### config.mk
export PLATFORM = sky130hd
export DESIGN_NAME = prng_tile_pixel_gen
export DESIGN_NICKNAME = d
export VERILOG_FILES = /design/src/rtl/prng_vga_pkg.sv /design/src/rtl/lfsr16_step.sv /design/src/rtl/prng_tile_pixel_gen.sv
export SDC_FILE = /design/constraint.sdc
export NUM_CORES = 1
export LEC_CHECK = 0
export ABC_AREA = 1
export BUFFER_PORTS_ARGS = -buffer_cell sky130_fd_sc_hd__buf_2
export CORE_ASPECT_RATIO = 1.25
export CORE_MARGIN = 10
export CORE_UTILIZATION = 58
export CTS_CLUSTER_SIZE = 28
export DETAILED_ROUTE_END_ITERATION = 10
export GPL_ROUTABILITY_DRIVEN = 0
export GPL_TIMING_DRIVEN = 1
export PLACE_DENSITY = 0.77
export SLEW_MARGIN = 20
export SYNTH_ARGS = -nofsm -noshare
export SYNTH_HDL_FRONTEND = slang
export SYNTH_HIERARCHICAL = 1
export SYNTH_SLANG_ARGS = --single-unit
export TNS_END_PERCENT = 50
### constraint.sdc
create_clock -name i_clk -period 10.74 [get_ports i_clk]
set_clock_uncertainty 0.15 [all_clocks]
set_input_delay 0 -clock i_clk [delete_from_list [all_inputs] [get_ports i_clk]]
set_output_delay 0 -clock i_clk [all_outputs]
set_load 0.05 [all_outputs]
### src/rtl/prng_vga_pkg.sv
// rtl/prng_vga_pkg.sv - shared types, constants and LFSR step function for the tile pixel source
package prng_vga_pkg;

   localparam int          COORD_W   = 10;
   localparam int          LFSR_W    = 16;
   // Feedback taps at bits 15, 13, 12 and 10 (maximal-length 16-bit Fibonacci LFSR)
   localparam logic [15:0] LFSR_TAPS = 16'hB400;

   typedef logic [7:0] rgb332_t;

   typedef enum logic [1:0] {
      ST_IDLE   = 2'd0,
      ST_FILL   = 2'd1,
      ST_REPLAY = 2'd2
   } state_t;

   function automatic logic [LFSR_W-1:0] lfsr_next(input logic [LFSR_W-1:0] s);
      return {s[LFSR_W-2:0], ^(s & LFSR_TAPS)};
   endfunction

endpackage

### src/rtl/lfsr16_step.sv
// rtl/lfsr16_step.sv - combinational single step of the 16-bit tile LFSR
module lfsr16_step
   import prng_vga_pkg::*;
(
   input  logic [LFSR_W-1:0] i_state,
   output logic [LFSR_W-1:0] o_next
);

   assign o_next = lfsr_next(i_state);

endmodule

### src/rtl/prng_tile_pixel_gen.sv
// rtl/prng_tile_pixel_gen.sv - LFSR tiled noise pixel source; optional grid overlay via PRNG_TILE_GRID_EN
module prng_tile_pixel_gen
   import prng_vga_pkg::*;
#(
   parameter int          ACTIVE_HORIZONTAL = 640,
   parameter int          ACTIVE_VERTICAL   = 480,
   parameter int          TILE_LOG2         = 4,
   parameter logic [15:0] SEED              = 16'hACE1,
   parameter int          FRAMES_PER_UPDATE = 60,
   parameter int          W_COLOR           = 8
)(
   input  logic               i_clk,
   input  logic               i_rst,
   input  logic [9:0]         i_x_cor,
   input  logic [9:0]         i_y_cor,
   input  logic               i_hold,
   output logic [W_COLOR-1:0] o_color,
   output logic               o_frame_start
);

   localparam int                NCOL     = ACTIVE_HORIZONTAL >> TILE_LOG2;
   localparam int                COL_W    = COORD_W - TILE_LOG2;
   localparam int                CNT_W    = $clog2(FRAMES_PER_UPDATE + 1);
   // An all-zero seed would lock the LFSR, so it is replaced by 1
   localparam logic [LFSR_W-1:0] SEED_EFF = (SEED == 16'h0000) ? 16'h0001 : SEED;

   // Reject geometries the 10-bit coordinate bus cannot express
   if (FRAMES_PER_UPDATE < 1 || ACTIVE_VERTICAL < 1 || ACTIVE_VERTICAL > 1024 ||
       ACTIVE_HORIZONTAL > 1024 || W_COLOR > LFSR_W) begin : g_bad_cfg
      $error("prng_tile_pixel_gen: unsupported parameter set");
   end

   logic [COL_W-1:0]   r_xcol_q;
   logic [9:0]         r_y_q;
   state_t             r_state;
   state_t             w_state_nxt;
   logic [LFSR_W-1:0]  r_lfsr;
   logic [LFSR_W-1:0]  r_seed;
   logic [CNT_W-1:0]   r_frame_cnt;
   logic [W_COLOR-1:0] r_cur_color;
   logic [W_COLOR-1:0] r_line_buf [0:NCOL-1];

   logic [COL_W-1:0]   w_col;
   logic               w_col_ok;
   logic               w_frame_start;
   logic               w_row_evt;
   logic               w_col_evt;
   logic               w_fill_line;
   logic [LFSR_W-1:0]  w_lfsr_nxt;
   logic [LFSR_W-1:0]  w_seed_nxt;
   logic               w_load;
   logic               w_step;
   logic               w_buf_we;
   logic [W_COLOR-1:0] w_tile_color;
   logic [W_COLOR-1:0] w_color;

   assign w_col         = i_x_cor[9:TILE_LOG2];
   assign w_col_ok      = ({1'b0, w_col} < (COL_W + 1)'(NCOL));
   assign w_frame_start = (r_y_q != 10'd0) && (i_y_cor == 10'd0);
   assign w_row_evt     = (i_y_cor != r_y_q);
   assign w_col_evt     = (w_col != r_xcol_q);
   assign w_fill_line   = (i_y_cor[TILE_LOG2-1:0] == '0);

   lfsr16_step u_tile_step (
      .i_state (r_lfsr),
      .o_next  (w_lfsr_nxt)
   );

   lfsr16_step u_seed_step (
      .i_state (r_seed),
      .o_next  (w_seed_nxt)
   );

   // Tile FSM next state plus the colour belonging to the coordinate presented this cycle
   always_comb begin
      w_state_nxt  = r_state;
      w_load       = 1'b0;
      w_step       = 1'b0;
      w_buf_we     = 1'b0;
      w_tile_color = '0;
      if (w_frame_start) begin
         w_state_nxt = ST_FILL;
      end else if (r_state != ST_IDLE && w_row_evt) begin
         w_state_nxt = w_fill_line ? ST_FILL : ST_REPLAY;
      end
      case (w_state_nxt)
         ST_FILL: begin
            if (w_frame_start) begin
               w_load       = 1'b1;
               w_buf_we     = w_col_ok;
               w_tile_color = r_seed[W_COLOR-1:0];
            end else if (w_row_evt || w_col_evt) begin
               w_step       = 1'b1;
               w_buf_we     = w_col_ok;
               w_tile_color = r_lfsr[W_COLOR-1:0];
            end else begin
               w_tile_color = r_cur_color;
            end
         end
         ST_REPLAY: begin
            w_tile_color = w_col_ok ? r_line_buf[w_col] : '0;
         end
         default: begin
            w_tile_color = '0;
         end
      endcase
   end

`ifdef PRNG_TILE_GRID_EN
   // Tile borders are painted white while the pattern is active
   always_comb begin
      w_color = w_tile_color;
      if (w_state_nxt != ST_IDLE &&
          (i_x_cor[TILE_LOG2-1:0] == '0 || i_y_cor[TILE_LOG2-1:0] == '0)) begin
         w_color = {W_COLOR{1'b1}};
      end
   end
`else
   logic w_unused_x_lo;
   assign w_unused_x_lo = ^i_x_cor[TILE_LOG2-1:0];
   assign w_color       = w_tile_color;
`endif

   // Coordinate history and FSM state register
   always_ff @(posedge i_clk or posedge i_rst) begin
      if (i_rst) begin
         r_xcol_q <= '0;
         r_y_q    <= '0;
         r_state  <= ST_IDLE;
      end else begin
         r_xcol_q <= w_col;
         r_y_q    <= i_y_cor;
         r_state  <= w_state_nxt;
      end
   end

   // Tile LFSR: frame-start reload takes priority over a generation step
   always_ff @(posedge i_clk or posedge i_rst) begin
      if (i_rst) begin
         r_lfsr      <= SEED_EFF;
         r_cur_color <= '0;
      end else if (w_load) begin
         r_lfsr      <= w_seed_nxt;
         r_cur_color <= w_tile_color;
      end else if (w_step) begin
         r_lfsr      <= w_lfsr_nxt;
         r_cur_color <= w_tile_color;
      end
   end

   // Frame counter; seed advances on wrap and is first used at the following frame start
   always_ff @(posedge i_clk or posedge i_rst) begin
      if (i_rst) begin
         r_frame_cnt <= '0;
         r_seed      <= SEED_EFF;
      end else if (w_frame_start && !i_hold) begin
         if (r_frame_cnt == CNT_W'(FRAMES_PER_UPDATE - 1)) begin
            r_frame_cnt <= '0;
            r_seed      <= w_seed_nxt;
         end else begin
            r_frame_cnt <= r_frame_cnt + 1'b1;
         end
      end
   end

   // Line buffer captures each freshly generated tile colour of a fill line
   always_ff @(posedge i_clk or posedge i_rst) begin
      if (i_rst) begin
         for (int i = 0; i < NCOL; i++) begin
            r_line_buf[i] <= '0;
         end
      end else if (w_buf_we) begin
         r_line_buf[w_col] <= w_tile_color;
      end
   end

   // Output register: one cycle behind the coordinate it belongs to
   always_ff @(posedge i_clk or posedge i_rst) begin
      if (i_rst) begin
         o_color       <= '0;
         o_frame_start <= 1'b0;
      end else begin
         o_color       <= w_color;
         o_frame_start <= w_frame_start;
      end
   end

endmodule

## Word level (Yosys, flattened, before mapping)

Index checks and enable logic that the tools add are counted.
Widths: inputs -> output; s select.

- Bits in writable memories: 0
- Bits in latches: 0
- Input bits: 23
- Output and inout port bits: 9
- Register bits: 393
- Memories kept: 0
- Bits in read-only memories: 0
- Word-level logic and storage cells: 99

- Reduce and logical (&&, ||, !) cells: 14
- Bitwise logic cells: 1
- Divide/modulo/power cells: 0
- Multiplexer cells: 26
- Equal/unequal tests: 5
- Add/sub/neg operators: 1
- $lt $le $gt $ge: 3
- Shift-type cells: 0
- Multiply operators: 0

Operators by type and width:

| kind | count |
|---|---|
| $bwmux 320 | 1 |
| $mux 8 | 8 |
| $bmux 8 s6 | 1 |
| $demux 8 s6 | 1 |
| $mux 16 | 2 |
| $reduce_xor 16->1 | 2 |
| $pmux 8 s2 | 1 |
| $logic_not 10->1 | 1 |
| $ne 10x10->1 | 1 |
| $reduce_bool 10->1 | 1 |
| $mux 1 | 8 |
| $ge 7x7->1 const B | 1 |
| $lt 7x1->1 const B | 1 |
| $not 6->7 | 1 |
| $add 6x1->6 const B | 1 |
| $eq 6x6->1 const B | 1 |
| $lt 6x6->1 const B | 1 |
| $mux 2 | 3 |
| $mux 6 | 1 |
| $ne 6x6->1 | 1 |
| $logic_and 1x1->1 | 4 |
| $logic_not 4->1 | 1 |
| $reduce_bool 2->1 | 2 |
| $eq 2x1->1 const B | 1 |
| 4 further kinds | 4 |

## Depth between registers and ports, before layout

Gate-level depths: netlist of the first run.

- Depth in word-level cells: 8
- Mapped depth: 21
- Gate-level depth less buffers: 19

## By module

Netlist of the first run, hierarchy kept.

Modules (own cells, without submodules):

| module | cells an instance | sequential area each (µm²) | area an instance (µm²) | times used |
|---|---|---|---|---|
| prng_tile_pixel_gen | 2752 | 9854.5 | 20384.6 | 1 |
| lfsr16_step | 30 | 0.0 | 176.4 | 2 |

## Worst setup path before layout of the first run

OpenSTA, ideal clock, no wires.

- Path kind: flip-flop to flip-flop
- Start: register r_y_q[3]
- End: register r_line_buf[120] (netlist name)
- Required time: 10.525 ns
- Arrival time: 2.671 ns
- Buffers on the path: 5
- Stages on the path, launching flop included: 15
- Library setup time: 0.065 ns
- Setup slack: 7.854 ns
- Period minus slack after synthesis: 2.886 ns
- Cell sequence: dfrtp_1 > nor4_1 > nand2_1 > nand2_1 > buf_4 > buf_4 > nand2_1 > nor2_1 > ha_1 > clkbuf_1 > inv_1 > clkbuf_1 > clkbuf_1 > nand3_1 > nand2_1

- Word-level cells in the longest chain between the ends: 7
- Elaborated cells on any way between the ends: 16
- Classes of those cells: eq/ne (3); mux (9); reduce/logical (4)

RTL lines:

| what | RTL line | text |
|---|---|---|
| start: declaration | prng_tile_pixel_gen.sv:34 | `logic [9:0] r_y_q;` |
| start signal: assignment | prng_tile_pixel_gen.sv:132 | `r_y_q <= i_y_cor;` |
| $ne 10x10->1 | prng_tile_pixel_gen.sv:60 | `assign w_row_evt = (i_y_cor != r_y_q);` |
| $logic_and 1x1->1 | prng_tile_pixel_gen.sv:83 | `end else if (r_state != ST_IDLE && w_row_evt) begin` |
| $mux 2 | prng_tile_pixel_gen.sv:83 |  |
| $mux 2 | prng_tile_pixel_gen.sv:81 | `if (w_frame_start) begin` |
| $eq 2x2->1 / $eq 2x1->1 (equally long branches) | prng_tile_pixel_gen.sv:86 | `case (w_state_nxt)` |
| $pmux 8 s2 | prng_tile_pixel_gen.sv:86 |  |
| $bwmux 320 | prng_tile_pixel_gen.sv:173 | `r_line_buf[w_col] <= w_tile_color;` |
| end signal: indexed assignment | prng_tile_pixel_gen.sv:173 |  |
| end: declaration | prng_tile_pixel_gen.sv:41 | `logic [W_COLOR-1:0] r_line_buf [0:NCOL-1];` |

Several ways; a longest one is shown, not always the timed one.
A chain may end at the register's enable or synchronous reset.

## Worst setup path in the final report of the first run

- Start: register r_y_q[2]
- End: register r_line_buf[292] (netlist name)

The elaborated chain is that of the path after synthesis.

==> flow_summary.json, run 1 <==
{
  "status": "finished, final reports clean",
  "grt_pass1_vias": 17381,
  "finalMaxSlewViolations": 0,
  "final_hold_viol_count": 0,
  "comb_power_share_pct": 5.8,
  "synth-simple-area-share_pct": 41.5,
  "p_leak_nw": 12.3,
  "synth-seq-area-share_pct": 47.5,
  "vias": 18542,
  "dr.pass1.iters": 6,
  "synth_mux_area_share_pct": 0,
  "area_growth_pct": 6.65,
  "finalSetupViolations": 0,
  "netlist_area_um2": 20700,
  "synth.distinct_cells": 34,
  "synth_top_cell_area_share_pct": 45.5,
  "synth_adder_area_share_pct": 0.181,
  "critPathMaxStageDelay_ns": 0.76,
  "cts_root_buf": "clkbuf_16",
  "use_met1_pct": 34.0,
  "grt_first_pass_wirelength_um": 91300,
  "fin_setup_tns_ns": 0,
  "cpMostUsedCell": "nand2_1",
  "end_kind": "register",
  "die_width_um": 189,
  "fillers": 3065,
  "vias_per_cell": 5.71,
  "drc": 0,
  "synthTopCellsByArea": "dfrtp_1, nand2_1, nand3_1, nor3_4, buf_4",
  "total_power_mw": 3.05,
  "path_cells": "nor4_1, nand2_1, nand2_1, buf_4, nand2_1, nor2_1, ha_1, inv_8, buf_6, buf_4, nand3_1, nand2_1",
  "fmax_ghz": 0.205,
  "clkLatencyLatePin_ns": 0.55,
  "post_drt_wl_per_cell_um": 17.3,
  "num_rows": 77,
  "synth_xor_area_share_pct": 0.380,
  "busiest_layer": "met2",
  "peakVddDrop_uv": 155,
  "ios": 32,
  "finalCoreUtilization_pct": 62.6,
  "startpoint_type": "register",
  "drt-total-wl_um": 56200,
  "holdWs_ns": 0.104,
  "clock_tree.buffer_depth": 3,
  "synthArstFlopShare_pct": 100,
  "avgSynthCellArea_um2": 7.37,
  "rrSetupSlack_ns": 5.86,
  "ant_nets": 0,
  "synth_ff_type": "dfrtp_1",
  "cts_buffers": 40,
  "relSlewSlack_pct": 19.0,
  "synthesis.instances": 2812,
  "worstPathArrival_ns": 5.21,
  "cts.clk_slew.worst_paths_ns": 0.06,
  "grt-ovfl-total": 0,
  "dp_hpwl_um": 32800,
  "intPower_mw": 2.31,
  "antenna_found_initial": 0,
  "synth-warning-count": 6,
  "grtUsageTotal_pct": 25.4,
  "port-buffer-count": 27,
  "synth-seq-cells": 393,
  "p_clk_share_pct": 44.6,
  "place_inst": 3152,
  "fin_crit_sh_pct": 45.5,
  "clock_sinks": 393,
  "synth_edf_count": 0,
  "ys_top_cells_by_count": "nand2_1, dfrtp_1, nand3_1",
  "power_density_nw_per_um2": 138,
  "whs_path_depth": 2,
  "p_seq_share_pct": 49.6,
  "reg2regPathDepth": 12,
  "drive_above_1_share_pct": 8.72,
  "worst_ep_required_time_ns": 11.06,
  "post_cts_buffers": 0,
  "synth.most_common_cell": "nand2_1",
  "grt_max_degree": 176,
  "yosysTopAreaCell": "dfrtp_1",
  "first_iter_violations": 2466,
  "swShare_pct": 24.4,
  "criticalPathCategory": "register to register",
  "cts_tree": "done",
  "final_cells": 3249,
  "die_area_um2": 43800,
  "rsz0062_at_grt": "false",
  "grtUsageMet3_pct": 3.47,
  "min_path_type": "primary input to register",
  "max_cap_violations": 0,
  "coreArea_um2": 35400,
  "path_max_fanout": 153,
  "netSwitchingPower_mw": 0.746,
  "htree_num_levels": 2,
  "die_h_um": 231,
  "tightest_slew_ns": 1.21,
  "syn-num-nets": 2838,
  "grtUsageMet2_pct": 40.9,
  "nNetsFinal": 2773,
  "start_util_pct": 58.7,
  "slowest_stage": "buf_6",
  "fin_crit_ns": 4.88,
  "synth-compound-area-share_pct": 3.48,
  "synth_top_family_by_area": "simple AND/OR/NAND/NOR gates"
}
-- registers in the layout (all words and copies together), names as in the netlist --
| signal | count |
|---|---|
| r_y_q | 10 |
| r_xcol_q | 6 |
| o_frame_start | 1 |
| o_color | 8 |
| r_state | 2 |
| r_seed | 16 |
| r_line_buf | 320 |
| r_cur_color | 8 |
| r_frame_cnt | 6 |
| r_lfsr | 16 |
-- power groups by stage --
stage | clock [mW] | sequential, mW | combinational (mW)
after global routing | 1.42 | 1.51 | 0.196
after global placement | 0 | 1.54 | 0.166
after CTS | 1.37 | 1.51 | 0.177
final | 1.36 | 1.51 | 0.178
after detailed placement | 0 | 1.54 | 0.168
after floorplan | 0 | 1.54 | 0.144
-- path summary, 6_finish.rpt --
check / startpoint / end
min in group asynchronous: i_rst / r_line_buf[194]$_DFFE_PP0P_
worst max register to register: r_y_q[2]$_DFF_PP0_ / r_line_buf[292]$_DFFE_PP0P_
max in group asynchronous: i_rst / o_color[7]$_DFF_PP0_
worst min register to register: r_line_buf[121]$_DFFE_PP0P_ / r_line_buf[121]$_DFFE_PP0P_
worst max-delay path: r_y_q[2]$_DFF_PP0_ / r_line_buf[292]$_DFFE_PP0P_
worst min-delay path: i_x_cor[7] / r_xcol_q[3]$_DFF_PP0_
-- stage by stage --
step                setup WS (ns)  area [um2]
floorplan                    5.32       20700
global placement             5.75       20600
detailed placement           5.66       20600
CTS                          5.65       22100
global route                 5.50       22100
finish                       5.86       22100
-- logic make-up after synthesis --
| kind of cell | after synthesis |
|---|---|
| AND/OR/NAND/NOR | 1991 |
| flip-flops | 393 |
| buffers and inverters | 279 |
| AO/OA/AOI/OAI | 137 |
| XOR/XNOR | 9 |
| adder cells (fa/ha/maj) | 3 |
-- area by class of cell --
class	count	area [um2]	area share, %
tap	474	593	2.68
clock buffer	58	1150	5.20
clock inverter	11	87.6	0.396
sequential	393	9850	44.6
timing repair buffer	72	572	2.59
multi-input combinational	2140	9470	42.8
inverter	100	389	1.76
antenna	1	2.50	0.0113
-- cells in the final DEF, fill, tap and decap left out, drive strengths merged --
master / instances
dfrtp: 377
nor4: 3
a21oi: 77
inv: 96
nor2: 44
xnor2: 4
bufinv: 1
diode: 1
nor3: 49
nand4: 6
buf: 45
o21ai: 43
ha: 3
or2: 1
xor2: 5
nand2: 1521
dfstp: 16
clkinvlp: 4
o211ai: 1
dlygate4sd3: 27
clkbuf: 58
a31oi: 16
nand3: 367
clkinv: 10
-- critical path, delay by kind of cell, from the launching register on --
kind / cells / cell delay, ns
DFF: 1 / 0.40
adders and majority gates: 1 / 0.46
buffers and inverters: 4 / 2.38
and+or+nand+nor: 7 / 1.32
-- repair_timing --
action | in CTS | in global routing
gates resized for setup | 0 | 0
setup endpoints to repair | 0 | 0
hold endpoints to repair | 102 | 0
hold buffers | 27 | 0
-- layer usage --
metal  routed length (um)  vias to the layer above  share of wire [%]
met2                26700                      897                 48
met5                    0                        -                  0
li1                     -                     8724                  -
met3                 4670                      123                8.3
met4                 2030                        0                3.6
met1                22800                     8798                 41
(Power assumes the default switching activity.)
==> inputs of run 2 (changes only) <==
- ABC_AREA: 1 -> 0
- CORE_UTILIZATION: 58 -> 57
- PLACE_DENSITY: 0.77 -> 0.76
- clock period: 10.74 -> 4.16 ns (I/O delays scaled with it)
==> run 2 against run 1 <==
Wire length rose by 1.3%. Synthesized cell count decreased by 34%. Final area is 2.5% lower. Critical path depth is the same. Die area down 4.3%. Clock-buffer cell count increased by 1. Power rose to 2.7 times the previous value. Combinational power rose to 3.0 times the previous value. Hold slack worse by 0.10 ns. Final cell count is 30% lower. Largest power group unchanged. Highest routed layer unchanged.
==> flow_summary.json, run 2 <==
{
  "status": "finished, final reports clean",
  "ant_nets": 0,
  "largest_reg_flops": 320,
  "drc": 0,
  "port-buffer-count": 27,
  "cts_root_buf": "clkbuf_16",
  "coreArea_um2": 33600,
  "cts_tree": "done",
  "clkLatencyLatePin_ns": 0.55,
  "use_met1_pct": 33.7,
  "finalSetupViolations": 0,
  "max_cap_violations": 0,
  "path_max_fanout": 20,
  "die_width_um": 185,
  "top_register": "r_line_buf",
  "relSlewSlack_pct": 32.5,
  "netlist_area_um2": 19400,
  "fin_crit_ns": 3.88,
  "tightest_slew_ns": 1.01,
  "p_leak_nw": 9.35,
  "dp_hpwl_um": 34900,
  "startpoint_type": "register",
  "synthTopCellsByArea": "dfrtp_1, a31oi_1, nor2_1, mux4_2, buf_2",
  "vias_per_cell": 6.95,
  "nNetsFinal": 1862,
  "finalCoreUtilization_pct": 64.2,
  "clock_tree.buffer_depth": 3,
  "synth.most_common_cell": "dfrtp_1",
  "synth-seq-area-share_pct": 50.8,
  "ys_top_cells_by_count": "dfrtp_1, a31oi_1, nor2_1",
  "fillers": 2576,
  "dr.pass1.iters": 8,
  "final_hold_viol_count": 0,
  "die_h_um": 226,
  "fmax_ghz": 0.258,
  "synthArstFlopShare_pct": 100,
  "grt_first_pass_wirelength_um": 88900,
  "peakVddDrop_uv": 319,
  "worstPathArrival_ns": 4.20,
  "synth_top_cell_area_share_pct": 48.6,
  "start_util_pct": 57.8,
  "synth-warning-count": 6,
  "drt-total-wl_um": 56900,
  "clock_sinks": 393,
  "synth_ff_type": "dfrtp_1",
  "grtUsageMet2_pct": 43.8,
  "fin_crit_sh_pct": 93.3,
  "area_growth_pct": 11.0,
  "grtUsageMet3_pct": 4.53,
  "fin_setup_tns_ns": 0,
  "cts_buffers": 40,
  "min_path_type": "primary input to asynchronous set/reset pin",
  "antenna_found_initial": 1,
  "busiest_layer": "met2",
  "grt-ovfl-total": 0,
  "syn-num-nets": 1876,
  "synth-seq-cells": 393,
  "grt_pass1_vias": 15653,
  "finalMaxSlewViolations": 0,
  "grtUsageTotal_pct": 27.0,
  "num_rows": 75,
  "avgSynthCellArea_um2": 10.5,
  "final_cell_mix": "dfrtp_1, a31oi_1, nor2_1, buf_4, nand2_1",
  "layout.cells.most_common": "dfrtp_1",
  "drive_above_1_share_pct": 19.3,
  "synth.distinct_cells": 74,
  "synthesis.instances": 1850,
  "end_kind": "register",
  "yosysTopAreaCell": "dfrtp_1",
  "vias": 15922,
  "first_iter_violations": 2226,
  "post_drt_wl_per_cell_um": 24.9,
  "reg_top3": "r_line_buf (320), r_lfsr (16), r_seed (16)",
  "worst_ep_required_time_ns": 4.47,
  "rsz0062_at_grt": "false",
  "criticalPathCategory": "register to register",
  "die_area_um2": 41900,
  "power_density_nw_per_um2": 377,
  "grt_max_degree": 128,
  "post_cts_buffers": 0,
  "htree_num_levels": 2,
  "synth_edf_count": 0,
  "ios": 32,
  "cts.clk_slew.worst_paths_ns": 0.07,
  "place_inst": 2188,
  "final_cells": 2290
}
-- run 2: repair_timing --
action | CTS | global route
hold endpoints to repair | 86 | 0
gates resized for setup | 0 | 3
endpoints found under the setup margin | 0 | 48
hold buffers | 28 | 0
-- run 2: worst max-delay path, stage by stage, from the launching register on --
cell	delay (ns)
dfrtp_1	0.40
xor2_1	0.18
nor4_1	0.38
and4_2	0.31
nor2_1	0.04
o21ai_1	0.24
ha_1	0.44
nor2b_4	0.32
nand2_1	0.09
o31ai_2	0.43
a31oi_4	0.19
buf_4	0.36
a31oi_1	0.23
-- run 2: cells by family (layout without fill, tap and decap cells) --
group,Yosys count,count (layout),share of synthesized area [%]
fa+ha+maj,3,3,0.193
simple gates,515,515,11.5
flops,393,393,50.8
buf+inv,225,240,6.41
other cells,0,1,0
mux,123,123,8.68
compound gates,567,568,21.4
xor+xnor,24,24,1.08
-- run 2: cell type report --
type | instances | area [um2] | area share [%]
Antenna cell | 1 | 2.50 | 0.0116
Clock buffer | 59 | 1140 | 5.31
Clock inverter | 13 | 150 | 0.697
Inverter | 7 | 30.0 | 0.139
Multi-Input combinational cell | 1233 | 8510 | 39.5
Sequential cell | 393 | 9850 | 45.7
Tap cell | 423 | 529 | 2.46
Timing Repair Buffer | 161 | 1340 | 6.22
-- run 2: report_power, final --
| part | leakage (nW) | switching, mW | internal [mW] |
|---|---|---|---|
| clock | 0.636 | 1.51 | 2.10 |
| combinational | 3.33 | 0.354 | 0.181 |
| sequential | 5.39 | 0.0625 | 3.91 |
-- run 2: worst paths after layout --
path                                             from                     endpoint  slack [ns]  cells after the start
max in group asynchronous                       i_rst  r_line_buf[109]$_DFFE_PP0P_        2.68                      4
max                                r_y_q[9]$_DFF_PP0_  r_line_buf[241]$_DFFE_PP0P_        0.28                     12
min reg2reg                r_frame_cnt[4]$_DFFE_PP0P_   r_frame_cnt[4]$_DFFE_PP0P_        0.33                      1
max reg2reg                        r_y_q[9]$_DFF_PP0_  r_line_buf[241]$_DFFE_PP0P_        0.28                     12
min                                             i_rst  r_line_buf[243]$_DFFE_PP0P_       0.001                      3
min in group i_clk                         i_x_cor[7]        r_xcol_q[3]$_DFF_PP0_        0.12                      2
-- run 2: through the flow --
step           worst slack, ns  hold WS [ns]  total power [mW]  area, um2
4_1_cts                  0.189       0.00979              8.13      21500
6_report                 0.277       0.00138              8.12      21600
5_1_grt                 0.0732        0.0655              8.34      21600
3_5_place_dp             0.241      0.000185              4.54      20000
3_3_place_gp             0.323      -0.00111              4.52      19900
2_1_floorplan            -1.26        -0.119              4.41      19400
-- run 2: metal layers --
metal | up-vias | share of wire (%)
met4 | 0 | 5.9
met5 | - | 0
met1 | 7901 | 38
met3 | 234 | 8.4
met2 | 928 | 48
li1 | 6859 | -
